### src/rtl/sd_emmc_axi_wr_beat_master.sv
// Single-beat AXI4 write master behind the eMMC DMA (card -> memory path).
// One 32-bit AXI write per DMA word, with sticky error flags and a beat counter.
module sd_emmc_axi_wr_beat_master #(
    parameter int ADDR_W      = 32,
    parameter int DATA_W      = 32,
    parameter int TIMEOUT_CYC = 4096
) (
    input  logic              clock,
    input  logic              reset,
    input  logic [ADDR_W-1:0] write_addr,
    input  logic              addr_write_valid,
    output logic              addr_write_ready,
    input  logic              data_write_valid,
    input  logic [DATA_W-1:0] wdata_in,
    input  logic              w_last,
    output logic              next_data_word,
    output logic [ADDR_W-1:0] m_axi_awaddr,
    output logic              m_axi_awvalid,
    input  logic              m_axi_awready,
    output logic [7:0]        m_axi_awlen,
    output logic [2:0]        m_axi_awsize,
    output logic [1:0]        m_axi_awburst,
    output logic [3:0]        m_axi_awcache,
    output logic [2:0]        m_axi_awprot,
    output logic [DATA_W-1:0] m_axi_wdata,
    output logic [3:0]        m_axi_wstrb,
    output logic              m_axi_wlast,
    output logic              m_axi_wvalid,
    input  logic              m_axi_wready,
    input  logic [1:0]        m_axi_bresp,
    input  logic              m_axi_bvalid,
    output logic              m_axi_bready,
    input  logic              err_clr,
    input  logic              cnt_clr,
    output logic              resp_err,
    output logic              timeout_err,
    output logic              align_err,
    output logic [15:0]       beats_done,
    output logic              busy
);

    typedef enum logic [2:0] {
        S_IDLE,
        S_WAIT_DATA,
        S_ISSUE,
        S_WAIT_B,
        S_DONE
    } state_t;

    localparam logic [15:0] TO_LAST = 16'(TIMEOUT_CYC - 1);

    state_t              state_q;
    logic [ADDR_W-1:0]   awaddr_q;
    logic [DATA_W-1:0]   wdata_q;
    logic                awvalid_q, wvalid_q, bready_q;
    logic                aw_done_q, w_done_q;
    logic [15:0]         to_cnt_q;
    logic                awr_q, ndw_q, busy_q;
    logic                resp_err_q, timeout_err_q, align_err_q;
    logic [15:0]         beats_q;

    logic aw_hs, w_hs;
    assign aw_hs = awvalid_q & m_axi_awready;
    assign w_hs  = wvalid_q & m_axi_wready;

    // DMA last flag carries no meaning for single-beat bursts.
    logic unused_w_last;
    assign unused_w_last = w_last;

    always_ff @(posedge clock or negedge reset) begin
        if (!reset) begin
            state_q       <= S_IDLE;
            awaddr_q      <= '0;
            wdata_q       <= '0;
            awvalid_q     <= 1'b0;
            wvalid_q      <= 1'b0;
            bready_q      <= 1'b0;
            aw_done_q     <= 1'b0;
            w_done_q      <= 1'b0;
            to_cnt_q      <= '0;
            awr_q         <= 1'b0;
            ndw_q         <= 1'b0;
            busy_q        <= 1'b0;
            resp_err_q    <= 1'b0;
            timeout_err_q <= 1'b0;
            align_err_q   <= 1'b0;
            beats_q       <= '0;
        end else begin
            awr_q <= 1'b0;
            ndw_q <= 1'b0;
            // Clear first so a same-cycle set below takes priority.
            if (err_clr) begin
                resp_err_q    <= 1'b0;
                timeout_err_q <= 1'b0;
                align_err_q   <= 1'b0;
            end
            if (state_q == S_ISSUE || state_q == S_WAIT_B) begin
                if (to_cnt_q == TO_LAST) timeout_err_q <= 1'b1;
                if (to_cnt_q != 16'hFFFF) to_cnt_q <= to_cnt_q + 16'd1;
            end
            case (state_q)
                S_IDLE: begin
                    if (addr_write_valid && !data_write_valid) begin
                        awaddr_q <= {write_addr[ADDR_W-1:2], 2'b00};
                        if (write_addr[1:0] != 2'b00) align_err_q <= 1'b1;
                        awr_q    <= 1'b1;
                        busy_q   <= 1'b1;
                        state_q  <= S_WAIT_DATA;
                    end
                end
                S_WAIT_DATA: begin
                    if (data_write_valid) begin
                        wdata_q   <= wdata_in;
                        awvalid_q <= 1'b1;
                        wvalid_q  <= 1'b1;
                        aw_done_q <= 1'b0;
                        w_done_q  <= 1'b0;
                        to_cnt_q  <= '0;
                        state_q   <= S_ISSUE;
                    end
                end
                S_ISSUE: begin
                    if (aw_hs) begin
                        awvalid_q <= 1'b0;
                        aw_done_q <= 1'b1;
                    end
                    if (w_hs) begin
                        wvalid_q <= 1'b0;
                        w_done_q <= 1'b1;
                    end
                    if ((aw_done_q || aw_hs) && (w_done_q || w_hs)) begin
                        bready_q <= 1'b1;
                        state_q  <= S_WAIT_B;
                    end
                end
                S_WAIT_B: begin
                    if (m_axi_bvalid) begin
                        bready_q <= 1'b0;
                        if (m_axi_bresp[1]) resp_err_q <= 1'b1;
                        beats_q  <= beats_q + 16'd1;
                        ndw_q    <= 1'b1;
                        state_q  <= S_DONE;
                    end
                end
                S_DONE: begin
                    busy_q  <= 1'b0;
                    state_q <= S_IDLE;
                end
                default: state_q <= S_IDLE;
            endcase
            if (cnt_clr) beats_q <= '0;
        end
    end

    assign addr_write_ready = awr_q;
    assign next_data_word   = ndw_q;
    assign m_axi_awaddr     = awaddr_q;
    assign m_axi_awvalid    = awvalid_q;
    assign m_axi_awlen      = 8'd0;
    assign m_axi_awsize     = 3'b010;
    assign m_axi_awburst    = 2'b01;
    assign m_axi_awcache    = 4'b0011;
    assign m_axi_awprot     = 3'b000;
    assign m_axi_wdata      = wdata_q;
    assign m_axi_wstrb      = 4'hF;
    assign m_axi_wlast      = 1'b1;
    assign m_axi_wvalid     = wvalid_q;
    assign m_axi_bready     = bready_q;
    assign resp_err         = resp_err_q;
    assign timeout_err      = timeout_err_q;
    assign align_err        = align_err_q;
    assign beats_done       = beats_q;
    assign busy             = busy_q;

endmodule

### config.mk
export PLATFORM = sky130hd
export DESIGN_NAME = sd_emmc_axi_wr_beat_master
export DESIGN_NICKNAME = d
export VERILOG_FILES = /design/src/rtl/sd_emmc_axi_wr_beat_master.sv
export SDC_FILE = /design/constraint.sdc
export NUM_CORES = 1
export LEC_CHECK = 0
export ABC_AREA = 1
export CAP_MARGIN = 40
export CELL_PAD_IN_SITES_DETAIL_PLACEMENT = 1
export CELL_PAD_IN_SITES_GLOBAL_PLACEMENT = 2
export CORE_ASPECT_RATIO = 0.9
export CORE_UTILIZATION = 24
export CTS_CLUSTER_DIAMETER = 40
export DETAILED_ROUTE_END_ITERATION = 10
export MAX_ROUTING_LAYER = met4
export PLACE_DENSITY = 0.9
export SYNTH_ARGS = -nofsm -noshare
export SYNTH_HDL_FRONTEND = slang
export SYNTH_SLANG_ARGS = --single-unit
export TNS_END_PERCENT = 50
### constraint.sdc
create_clock -name clock -period 1.8 [get_ports clock]
set_input_delay 0.45 -clock clock [delete_from_list [all_inputs] [get_ports clock]]
set_output_delay 0.45 -clock clock [all_outputs]
set_load 0.01 [all_outputs]
==> impl_metrics.yaml <==
worst_setup_path:
  worstPathMaxFanout: 3
  crit_family: "buffers and inverters"
  critPathKind: "register to output pin"
  cp.arrival_ns: 1.30
  r2r_cells: 9
  critical-path-max-stage-delay_ns: 0.56
  r2r_slack_ns: 0.14
  cp_slowest_cell: "clkdlybuf4s50_1"
  path_buf_inv: 1
  r2r_end: "beats_done[12]"
  start_kind: "register"
  worstReg2RegStart: "beats_done[3]"
  cp_cell_sequence: "clkdlybuf4s50_1"
  cp-startpoint: "beats_done[15]"
  required_ns: 1.35
  cp.depth: 1
  end_kind: "output pin"
die:
  die_x_um: 154
  dieArea_sq_um: 21500
  initial_utilization_pct: 24.8
  rows: 49
  die-height_um: 139
  pin_count: 190
  core_area_sq_um: 20200
finish:
  final_cell_mix: "nand2_1, clkdlybuf4s50_1, dfrtp_1"
  area_growth_pct: 46.9
  nets: 905
  diodes: 0
  final_util_pct: 36.5
  design_area_sq_um: 7380
  n_fill_cell: 2449
  layout_commonest_cell: "nand2_1"
  drive_gt1_share_pct: 7.57
synth:
  synth.largest_area_cell: "dfrtp_1"
  synth_cells: 643
  synth_cell_types: 26
  synth.area.top_cells: "dfrtp_1, nand2_1, nor2_1"
  ys_seq_elements: 108
  seq_area_frac_synth_pct: 53.8
  yosysWarnings: 0
  post-synth-top-area-fraction_pct: 53.8
  syn_area_sq_um: 5020
  syn_avg_cell_area_sq_um: 7.81
drt:
  routedWlPerCell_um: 14.0
  route.detailed.drc: 0
  drt_iter0_drc: 141
  first_pass_iters: 4
  drt-total-wl_um: 15200
  vias_per_cell: 4.26
  num_vias: 4636
  ant_nets: 0
clocking:
  path_clk_slew_ns: 0.08
  clock_latency_ns: 0.36
  clock_sinks: 108
  clock_path_buffers: 2
  cts_made_buffers: 9
  h-tree-depth: 3
  ctsHoldBuffers: 0
  tritoncts: "built"
  clockRootBuffer: "clkbuf_16"
power:
  power_density_nw_per_um2: 1300
  leakage_nw: 3.72
  peakVddDrop_mv: 0.541
sta:
  skew_ns: 0.0118
  finalSetupViolations: 0
  report.final.slew_viol_count: 0
  finalCriticalPeriod_ns: 1.75
  finalCritPeriodShare_pct: 97.0
  rsz0062_at_grt: "no"
  hold_violations: 0
  fmax_mhz: 573
grt:
  grt_max_degree: 36
  antenna_found_initial: 0
  grt_pass1_wl_um: 25500
  grt_overflow: 0
  grt_use_met2_pct: 24.6
  grt_util_met1_pct: 18.8
  grtUsageMet3_pct: 5.33
  grt_pass1_vias: 5020
  top_usage_layer: "met2"
  grt_usage_pct: 15.4
placement:
  portBuffers: 160
  place_congestion: 0.753
  dpl-instance-area_sq_um: 7020
  dp_hpwl_um: 11400
outcome:
  outcome: "completed"
min_path:
  hold_path.class: "primary input to asynchronous set/reset pin"
flow_run:
  max_cap_violations: 0
[worst max-delay path by stage]
stage                       end
6_report         beats_done[15]
5_1_grt        m_axi_awaddr[19]
4_1_cts          beats_done[10]
3_5_place_dp     beats_done[14]
3_3_place_gp    m_axi_awaddr[5]
2_1_floorplan       to_cnt_q[2]
[per-layer routing]
layer	part of all wire [%]	wire (um)	vias to the layer above
li1	-	-	2309
met1	46	7040	2179
met2	45	6790	137
met3	7.8	1190	11
met4	0.98	149	0
met5	0	0	-
[power breakdown]
part | total (mW) | switching [mW] | leakage [nW] | internal (mW)
Sequential | 3.73 | 0.506 | 1.39 | 3.22
Combinational | 3.85 | 1.94 | 2.19 | 1.91
Clock | 2.00 | 1.02 | 0.143 | 0.978
[metrics by stage]
step	setup slack (ns)	TNS [ns]	hold slack [ns]	instances	total power, mW
finish	0.0544	0	0.00828	1087	9.58
global route	0.00524	0	0.0207	1087	10.3
CTS	0.00226	0	0.0117	1085	9.83
detailed placement	-0.0520	-0.758	0.413	1066	7.74
global placement	-0.00924	-0.147	0.407	1066	7.62
floorplan	0.384	0	0.154	668	5.43
[repair_timing]
item | CTS | global route
gates resized for setup | 12 | 12
buffers inserted | 3 | 2
endpoints found under the setup margin | 14 | 17
pin swaps | 0 | 0
cloned | 0 | 0
[final cells by class]
type | instances | area (sq um) | area share (%)
sequential | 108 | 2710 | 36.7
multi-input combinational | 480 | 2010 | 27.3
timing repair buffer | 191 | 1900 | 25.8
tap | 255 | 319 | 4.33
clock buffer | 9 | 225 | 3.05
inverter | 37 | 139 | 1.88
clock inverter | 7 | 68.8 | 0.933
[kinds of logic after synthesis]
logic type | Yosys count | synth area share [%]
AOI/OAI and AO/OA | 43 | 4.61
adders and majority gates | 2 | 0.498
buffers and inverters | 80 | 8.37
DFF | 108 | 53.8
other | 2 | 0.150
and+or+nand+nor | 408 | 32.6
[cell usage after synthesis, drive strengths merged]
cell,count
nor3,8
o21ai,12
buf,37
nand3,32
and2,1
o31ai,1
inv,37
clkbuf,6
nor2,71
o21a,2
nand2,290
nand4,4
nand3b,2
a22o,1
conb,2
a21oi,25
o21bai,2
ha,2
dfrtp,108
[state kept, by name, indices dropped and copies added, names as in the netlist]
name	count
m_axi_wdata	32
m_axi_awaddr	30
beats_done	16
to_cnt_q	16
state_q	3
addr_write_ready	1
align_err	1
aw_done_q	1
busy	1
m_axi_awvalid	1
m_axi_bready	1
m_axi_wvalid	1
next_data_word	1
resp_err	1
timeout_err	1
w_done_q	1
Note: power is estimated with default switching activity, not from simulation.
